--- src/rtl/dual_issue_fetch_sequencer.sv ---
// Dual-issue fetch sequencer: owns the PC, both IF/ID lane registers and the lane-order bit,
// and decides per edge between flush, hold, single-lane split refill and dual advance.
module dual_issue_fetch_sequencer #(
  parameter int         ADDR_W         = 16,
  parameter int         INST_W         = 32,
  parameter int         CNT_W          = 16,
  parameter int         NUM_PIPE_MASKS = 5,
  parameter int         PIPE_REG_PC    = 0,
  parameter int         PIPE_REG_IF_ID = 1,
  parameter logic [5:0] OP_CODE_NOP    = 6'h13
) (
  input  logic                      i_clk,
  input  logic                      i_reset,
  input  logic [NUM_PIPE_MASKS-1:0] i_stall0,
  input  logic [NUM_PIPE_MASKS-1:0] i_stall1,
  input  logic                      i_clear0,
  input  logic                      i_clear1,
  input  logic                      i_branch_taken,
  input  logic [ADDR_W-1:0]         i_branch_target,
  output logic [ADDR_W-1:0]         o_imem_addr0,
  output logic [ADDR_W-1:0]         o_imem_addr1,
  input  logic [INST_W-1:0]         i_imem_data0,
  input  logic [INST_W-1:0]         i_imem_data1,
  output logic [INST_W-1:0]         o_if_id_instr0,
  output logic [INST_W-1:0]         o_if_id_instr1,
  output logic [ADDR_W-1:0]         o_if_id_pc0,
  output logic [ADDR_W-1:0]         o_if_id_pc1,
  output logic                      o_if_id_valid0,
  output logic                      o_if_id_valid1,
  output logic                      o_first,
  output logic [CNT_W-1:0]          o_stall_cnt,
  output logic [CNT_W-1:0]          o_split_cnt
);

  localparam logic [INST_W-1:0] NOP_WORD = {OP_CODE_NOP, {(INST_W-6){1'b0}}};
  localparam logic [CNT_W-1:0]  CNT_MAX  = {CNT_W{1'b1}};

  typedef enum logic [1:0] {
    MODE_ADVANCE = 2'd0,
    MODE_FLUSH   = 2'd1,
    MODE_HOLD    = 2'd2,
    MODE_SPLIT   = 2'd3
  } mode_t;

  logic [ADDR_W-1:0] r_pc;
  logic              r_first;
  logic [INST_W-1:0] r_instr0, r_instr1;
  logic [ADDR_W-1:0] r_lpc0, r_lpc1;
  logic              r_valid0, r_valid1;
  logic [CNT_W-1:0]  r_stall_cnt, r_split_cnt;

  logic [ADDR_W-1:0] w_pc_nxt;
  logic              w_first_nxt;
  logic [INST_W-1:0] w_instr0_nxt, w_instr1_nxt;
  logic [ADDR_W-1:0] w_lpc0_nxt, w_lpc1_nxt;
  logic              w_valid0_nxt, w_valid1_nxt;
  logic [CNT_W-1:0]  w_stall_cnt_nxt, w_split_cnt_nxt;

  mode_t             w_mode;
  logic              w_pc_stall;
  logic [ADDR_W-1:0] w_pc_p1;
  logic [ADDR_W-1:0] w_addr0, w_addr1;
  logic              w_unused_stall_bits;

  // The IF_ID bits mirror the PC bits by contract, so only the PC bit steers the sequencer.
  assign w_pc_stall          = i_stall0[PIPE_REG_PC] | i_stall1[PIPE_REG_PC];
  assign w_unused_stall_bits = ^{i_stall0, i_stall1, i_stall0[PIPE_REG_IF_ID]};
  assign w_pc_p1             = r_pc + ADDR_W'(1);

  // Per-edge action decode, highest priority first.
  always_comb begin
    w_mode = MODE_ADVANCE;
    if (i_branch_taken) begin
      w_mode = MODE_FLUSH;
    end else if (w_pc_stall && !i_clear0 && !i_clear1) begin
      w_mode = MODE_HOLD;
    end else if (w_pc_stall && (i_clear0 != i_clear1)) begin
      w_mode = MODE_SPLIT;
    end else begin
      w_mode = MODE_ADVANCE;
    end
  end

  // Fetch addresses: the older-bound lane reads pc; on a split the refilled lane reads pc.
  always_comb begin
    w_addr0 = r_pc;
    w_addr1 = w_pc_p1;
    if (w_mode == MODE_SPLIT) begin
      w_addr0 = i_clear0 ? r_pc : w_pc_p1;
      w_addr1 = i_clear1 ? r_pc : w_pc_p1;
    end else if (r_first) begin
      w_addr0 = w_pc_p1;
      w_addr1 = r_pc;
    end else begin
      w_addr0 = r_pc;
      w_addr1 = w_pc_p1;
    end
  end

  assign o_imem_addr0 = w_addr0;
  assign o_imem_addr1 = w_addr1;

  // Next-state computation for PC, lane registers, order bit and counters.
  always_comb begin
    w_pc_nxt        = r_pc;
    w_first_nxt     = r_first;
    w_instr0_nxt    = r_instr0;
    w_instr1_nxt    = r_instr1;
    w_lpc0_nxt      = r_lpc0;
    w_lpc1_nxt      = r_lpc1;
    w_valid0_nxt    = r_valid0;
    w_valid1_nxt    = r_valid1;
    w_stall_cnt_nxt = r_stall_cnt;
    w_split_cnt_nxt = r_split_cnt;
    case (w_mode)
      MODE_FLUSH: begin
        w_instr0_nxt = NOP_WORD;
        w_instr1_nxt = NOP_WORD;
        w_lpc0_nxt   = {ADDR_W{1'b0}};
        w_lpc1_nxt   = {ADDR_W{1'b0}};
        w_valid0_nxt = 1'b0;
        w_valid1_nxt = 1'b0;
        w_pc_nxt     = i_branch_target;
        w_first_nxt  = 1'b0;
      end
      MODE_HOLD: begin
        if (r_stall_cnt != CNT_MAX) begin
          w_stall_cnt_nxt = r_stall_cnt + CNT_W'(1);
        end else begin
          w_stall_cnt_nxt = r_stall_cnt;
        end
      end
      MODE_SPLIT: begin
        if (i_clear0) begin
          w_instr0_nxt = i_imem_data0;
          w_lpc0_nxt   = r_pc;
          w_valid0_nxt = 1'b1;
        end else begin
          w_instr1_nxt = i_imem_data1;
          w_lpc1_nxt   = r_pc;
          w_valid1_nxt = 1'b1;
        end
        w_pc_nxt    = w_pc_p1;
        w_first_nxt = ~r_first;
        if (r_split_cnt != CNT_MAX) begin
          w_split_cnt_nxt = r_split_cnt + CNT_W'(1);
        end else begin
          w_split_cnt_nxt = r_split_cnt;
        end
      end
      MODE_ADVANCE: begin
        w_instr0_nxt = i_imem_data0;
        w_instr1_nxt = i_imem_data1;
        w_lpc0_nxt   = w_addr0;
        w_lpc1_nxt   = w_addr1;
        w_valid0_nxt = 1'b1;
        w_valid1_nxt = 1'b1;
        w_pc_nxt     = r_pc + ADDR_W'(2);
      end
      default: begin
        w_pc_nxt = r_pc;
      end
    endcase
  end

  // State registers with synchronous reset.
  always_ff @(posedge i_clk) begin
    if (i_reset) begin
      r_pc        <= {ADDR_W{1'b0}};
      r_first     <= 1'b0;
      r_instr0    <= NOP_WORD;
      r_instr1    <= NOP_WORD;
      r_lpc0      <= {ADDR_W{1'b0}};
      r_lpc1      <= {ADDR_W{1'b0}};
      r_valid0    <= 1'b0;
      r_valid1    <= 1'b0;
      r_stall_cnt <= {CNT_W{1'b0}};
      r_split_cnt <= {CNT_W{1'b0}};
    end else begin
      r_pc        <= w_pc_nxt;
      r_first     <= w_first_nxt;
      r_instr0    <= w_instr0_nxt;
      r_instr1    <= w_instr1_nxt;
      r_lpc0      <= w_lpc0_nxt;
      r_lpc1      <= w_lpc1_nxt;
      r_valid0    <= w_valid0_nxt;
      r_valid1    <= w_valid1_nxt;
      r_stall_cnt <= w_stall_cnt_nxt;
      r_split_cnt <= w_split_cnt_nxt;
    end
  end

  assign o_if_id_instr0 = r_instr0;
  assign o_if_id_instr1 = r_instr1;
  assign o_if_id_pc0    = r_lpc0;
  assign o_if_id_pc1    = r_lpc1;
  assign o_if_id_valid0 = r_valid0;
  assign o_if_id_valid1 = r_valid1;
  assign o_first        = r_first;
  assign o_stall_cnt    = r_stall_cnt;
  assign o_split_cnt    = r_split_cnt;

endmodule

--- config.mk ---
export PLATFORM = sky130hd
export DESIGN_NAME = dual_issue_fetch_sequencer
export DESIGN_NICKNAME = d
export VERILOG_FILES = /design/src/rtl/dual_issue_fetch_sequencer.sv
export SDC_FILE = /design/constraint.sdc
export NUM_CORES = 1
export LEC_CHECK = 0
export CORE_MARGIN = 2
export CORE_UTILIZATION = 42
export DETAILED_ROUTE_END_ITERATION = 8
export PLACE_DENSITY = 0.8
export SLEW_MARGIN = 0
export SYNTH_ARGS = -nofsm -noshare
export SYNTH_HDL_FRONTEND = slang
export SYNTH_SLANG_ARGS = --single-unit
--- constraint.sdc ---
create_clock -name i_clk -period 4.1 [get_ports i_clk]
set_clock_uncertainty 0.15 [all_clocks]
set_input_delay 0.82 -clock i_clk [delete_from_list [all_inputs] [get_ports i_clk]]
set_output_delay 0.82 -clock i_clk [all_outputs]
set_load 0.05 [all_outputs]
# [Yosys cells after proc, flatten, opt, wreduce, memory -nomap -nowiden]
# Index checks and enable logic that the tools add are counted.
[totals] ram_bits=0 out_inout_bits=163 reg_bits=147 latchBits=0 n_memories=0 mem_bits_ro=0
[op_classes] n_addsub=4 multipliers=0 bitwise=2 shift=0 muxes=23 n_div=0 reduce_logical=12 eq_ne=8 n_lt_le_gt_ge=0
[op_table] operator="$pmux W32 S3" n=2
[op_table] operator="$pmux W16 S3" n=3
[op_table] operator="$mux W16" n=8
[op_table] operator="$mux W32" n=2
[op_table] operator="$add A16 B1 Y16 const B" n=3
[op_table] operator="$ne A16 B16 Y1 const B" n=2
[op_table] operator="$add A16 B2 Y16 const B" n=1
[op_table] operator="$reduce_and A2 Y1" n=4
[op_table] operator="$mux W2" n=3
[op_table] operator="$pmux W1 S3" n=2
[op_table] operator="$eq A2 B2 Y1 const B" n=2
[op_table] operator="$ne A2 B2 Y1 const B" n=2
[op_table] operator="$logic_and A1 B1 Y1" n=3
[op_table] operator="$reduce_bool A3 Y1" n=1
[op_table] operator="$eq A2 B1 Y1 const B" n=1
[op_table] operator="$logic_not A1 Y1" n=2
[op_table] operator="$logic_not A2 Y1" n=1
[op_table] operator="$mux W1" n=2
[op_table] operator="$pmux W1 S2" n=1
[op_table] operator="$reduce_bool A2 Y1" n=1
[op_table] operator="$ne A1 B1 Y1" n=1
[op_table] operator="$not A1 Y1" n=1
[op_table] operator="$or A1 B1 Y1" n=1

# [Logic depth before layout (Yosys ltp)]
[logic_depth] depth_word=8 ltp_mapped=12 mapped_depth_nobuf=10

# [Worst setup path before layout]
# Ideal clock, no wire load.
[synth_timing] path_kind="input port to output port" startpoint="input port i_clear1" endpoint="output port o_imem_addr0[15]" n_path_buf=2 arrival_ns=3.387 path_slack_ns=-0.257 stages=11 t_required_ns=3.130 cell_sequence="xnor2_1 nor2_1 nor2_1 inv_1 ha_1 or2_2 clkbuf_1 nand2_1 buf_2 nor2_1 xnor2_1"
[synth_via] elab_chain_len=7 elab_cells_between_ends=9 cone_classes="2 x eq/ne; 4 x mux; 3 x reduce/logical"
[synth_rtl] element="start, declared" line_no="17" source="input logic i_clear1,"
[synth_rtl] element="$ne A1 B1 Y1" line_no="77" source="end else if (w_pc_stall && (i_clear0 != i_clear1)) begin"
[synth_rtl] element="$logic_and A1 B1 Y1" line_no="77"
[synth_rtl] element="$mux W2" line_no="77"
[synth_rtl] element="$mux W2 (*)" line_no="75" source="end else if (w_pc_stall && !i_clear0 && !i_clear1) begin"
[synth_rtl] element="$mux W2 (*)" line_no="73" source="if (i_branch_taken) begin"
[synth_rtl] element="$eq A2 B2 Y1 (*)" line_no="88" source="if (w_mode == MODE_SPLIT) begin"
[synth_rtl] element="$mux W16 (*)" line_no="88"
[synth_rtl] element="end, declared" line_no="20" source="output logic [ADDR_W-1:0] o_imem_addr0,"
# Mark *: on every way between the ends. The rest lies on a longest branch, timed or not.

# [Worst setup path in the final report]
[layout_timing] startpoint="input port i_branch_taken" endpoint="output port o_imem_addr1[15]"
[layout_via] elab_chain_len=3
[layout_rtl] element="start, declared" line_no="18" source="input logic i_branch_taken,"
[layout_rtl] element="$mux W2" line_no="73"
[layout_rtl] element="$eq A2 B2 Y1" line_no="88"
[layout_rtl] element="$mux W16" line_no="88"
[layout_rtl] element="end, declared" line_no="21" source="output logic [ADDR_W-1:0] o_imem_addr1,"
# No other way between the ends.

==> metrics.txt <==
CTS tree=yes; Lkg Pwr=0.004375 µW; Post-synth EDFFs=0; worst slew pin tran=0.6599 ns; initial antenna violation count=0; H-tree depth=4; Boundary Pins=258; Buf/Inv on CP=5; Arr. time, crit path=3.00 ns; GRT Total Usage=27.33%; DP Worst Slack=-0.04210 ns; pwr/cell area=387.3 nW/µm²; Synth top area share=38.49%; Top Family by Delay on Critical Path=buffers and inverters; Worst-Skew Late Latency=0.42 ns; Max Root-Sink Buffers=2; Filler Cells Inserted=1,548; Congestion Overflow GR=0; Synth area leader=dfxtp_1; Tcrit/Tclk final=96.80%; top-count cell post-synth=dfxtp_1; CP Capture Type=output pin; DIE WIDTH=138.9 µm; Tot Pwr=4485 µW; Vias per Instance=5.877; pin count of the biggest net entering global routing=59; Sum Neg Setup Slack=0 ns; fin util=64.68%; Layout area overhead=51.47%; layout cells sized above 1=12.81%; CTS Sinks=147; CP cell instances=clkdlybuf4s50_1 -> a21oi_1 -> o21ai_0 -> inv_1 -> ha_4 -> mux2i_4 -> buf_4 -> nand3_1 -> xnor2_2 -> inv_1 -> buf_12; I/O Buffers=249; worst setup margin=0.1312 ns; Detail Route Antenna Nets=0; Period minus WS final=3.969 ns; Final Hold Vio Count=0; final wirelength=27.54 mm; critical path launch point type=primary input; worst path required time=3.13 ns; max_slew headroom=55.84%; max incr delay on CP=0.43 ns; CTS buffer count=17; Clk Tree Root Cell=clkbuf_16; worst setup path class=primary input to output pin; Top cell by count, worst path=inv_1; slowest cell on the critical path=clkdlybuf4s50_1; Post-Synthesis Cells=984; area of placed instances=10,870 µm²; Final HPWL DP=18.86 mm; Worst-path clk slew=0.07 ns; routability cong.=0.9566; Vias=8,592; Final setup viols=0; Max FO, Critical Path=7; #FFs+latches synth=147; drt first-iter violations=993; Post-Synthesis Cell Area=7645 µm²; synth warn=0; # diodes=0; synth top area cells=dfxtp_1 38%, a21oi_1 6.9%, nor2_1 6.0%; Core Footprint=17,900 µm²; Avg Inst Size Synth=7.769 µm²; full die area=19,300 µm²; async set or reset register ratio after synthesis=0%; worst vdd ir=309.8 µV; routed len/inst=18.83 µm; Slew Viols, Final=0; ys flop type=dfxtp_1; count of hold-fix buffers inserted at cts=0; Netlist cell types=65; Seq/Total Area, Yosys=38.49%; Pre-antenna DRT Iters=6; Starting Density=42.70%; status=finished, final reports clean; fin area=11,580 µm²; type of the tightest min-delay check=register to register; max-cap viol count=0; # rows=49; Die Y=138.9 µm; fmax=252.0 MHz; layout net count=1,323; drt drc=0; Synth top cells by count=147 x dfxtp_1, 123 x nor2_1, 106 x a21oi_1; number of global-route vias before repair=8,171; global-route wire length before repair=43.02 mm; post-synthesis net count=1,087
[flip-flops by register name (all words and copies together) (netlist names)]
| register | count |
|---|---|
| o_if_id_valid0 | 1 |
| o_split_cnt | 16 |
| o_first | 1 |
| r_pc | 16 |
| o_if_id_pc1 | 16 |
| o_stall_cnt | 16 |
| o_if_id_pc0 | 16 |
| o_if_id_instr1 | 32 |
| o_if_id_valid1 | 1 |
| o_if_id_instr0 | 32 |
[layout by cell type, fill, tap and decap left out, drive strengths merged, types with 23 or more instances in the layout]
cell type,instances
clkdlybuf4s50,214
dfxtp,147
nor2,124
a21oi,106
nand2,88
buf,79
nand3,61
o21ai,45
nor3,38
and3,35
xor2,34
xnor2,25
inv,23
[layout make-up]
| cell class | instances | area [µm²] | area share [%] |
|---|---|---|---|
| sequential | 147 | 2943 | 25.41 |
| clock buffer | 17 | 425.4 | 3.674 |
| timing repair buffer | 297 | 3236 | 27.94 |
| multi-input combinational | 737 | 4458 | 38.50 |
| tap | 229 | 286.5 | 2.474 |
| inverter | 20 | 75.07 | 0.6483 |
| clock inverter | 15 | 156.4 | 1.351 |
[worst register-to-register path, cell delays in order (launching register included)]
cell      delay [ns]
dfxtp_1         0.49
ha_1            0.41
nand4_4         0.25
nor4_1          0.61
o21ai_1         0.17
a221oi_1        0.38
nor3_2          0.08
[layer usage]
| layer | vias up | GRT usage [%] | part of all wire [%] |
|---|---|---|---|
| li1 | 3998 | - | - |
| met1 | 3961 | 34.96 | 40 |
| met2 | 556 | 42.57 | 45 |
| met3 | 77 | 9.323 | 12 |
| met4 | 0 | 10.85 | 3.9 |
| met5 | - | 0 | 0 |
[path summary, 6_finish.rpt]
kind                              startpoint                               to  slack (ns)  cells past startpoint
max                           i_branch_taken                 o_imem_addr1[15]        0.13                     11
min          o_if_id_instr0[10]$_SDFFE_PP0P_  o_if_id_instr0[10]$_SDFFE_PP0P_        0.30                      2
max reg2reg             r_pc[1]$_SDFFE_PP0P_     o_if_id_pc1[13]$_SDFFE_PP0P_        1.43                      6
min reg2reg  o_if_id_instr0[10]$_SDFFE_PP0P_  o_if_id_instr0[10]$_SDFFE_PP0P_        0.30                      2
[power breakdown]
group	leakage, µW	internal [µW]	switching, µW
logic	0.00289	537	811
registers	0.00120	1500	76.7
clock network	0.000284	901	658
[per-stage QoR]
step | instances | hold slack, ns
3_5_place_dp | 1422 | 0.2938
3_3_place_gp | 1422 | 0.2872
4_1_cts | 1454 | 0.3017
5_1_grt | 1462 | 0.3212
2_1_floorplan | 984 | 0.4317
6_report | 1462 | 0.2989
[what timing repair did]
action | in CTS | in global routing
gates cloned | 0 | 1
buffers inserted | 0 | 7
endpoints found under the setup margin | 4 | 24
hold endpoints to repair | 0 | 0
gates resized for setup | 4 | 8
pin swaps | 1 | 2
[cell families (layout without fill, tap and decap cells)]
kind of cell	Yosys count	count (layout)	synth area share [%]
AO/OA/AOI/OAI	256	256	21.03
flip-flops	147	147	38.49
buffers and inverters	100	349	5.335
XOR/XNOR	59	59	6.759
AND/OR/NAND/NOR	408	408	26.27
adder cells (fa/ha/maj)	8	8	1.309
multiplexers	6	6	0.8020
No activity file was read; power rests on OpenSTA's default activity.
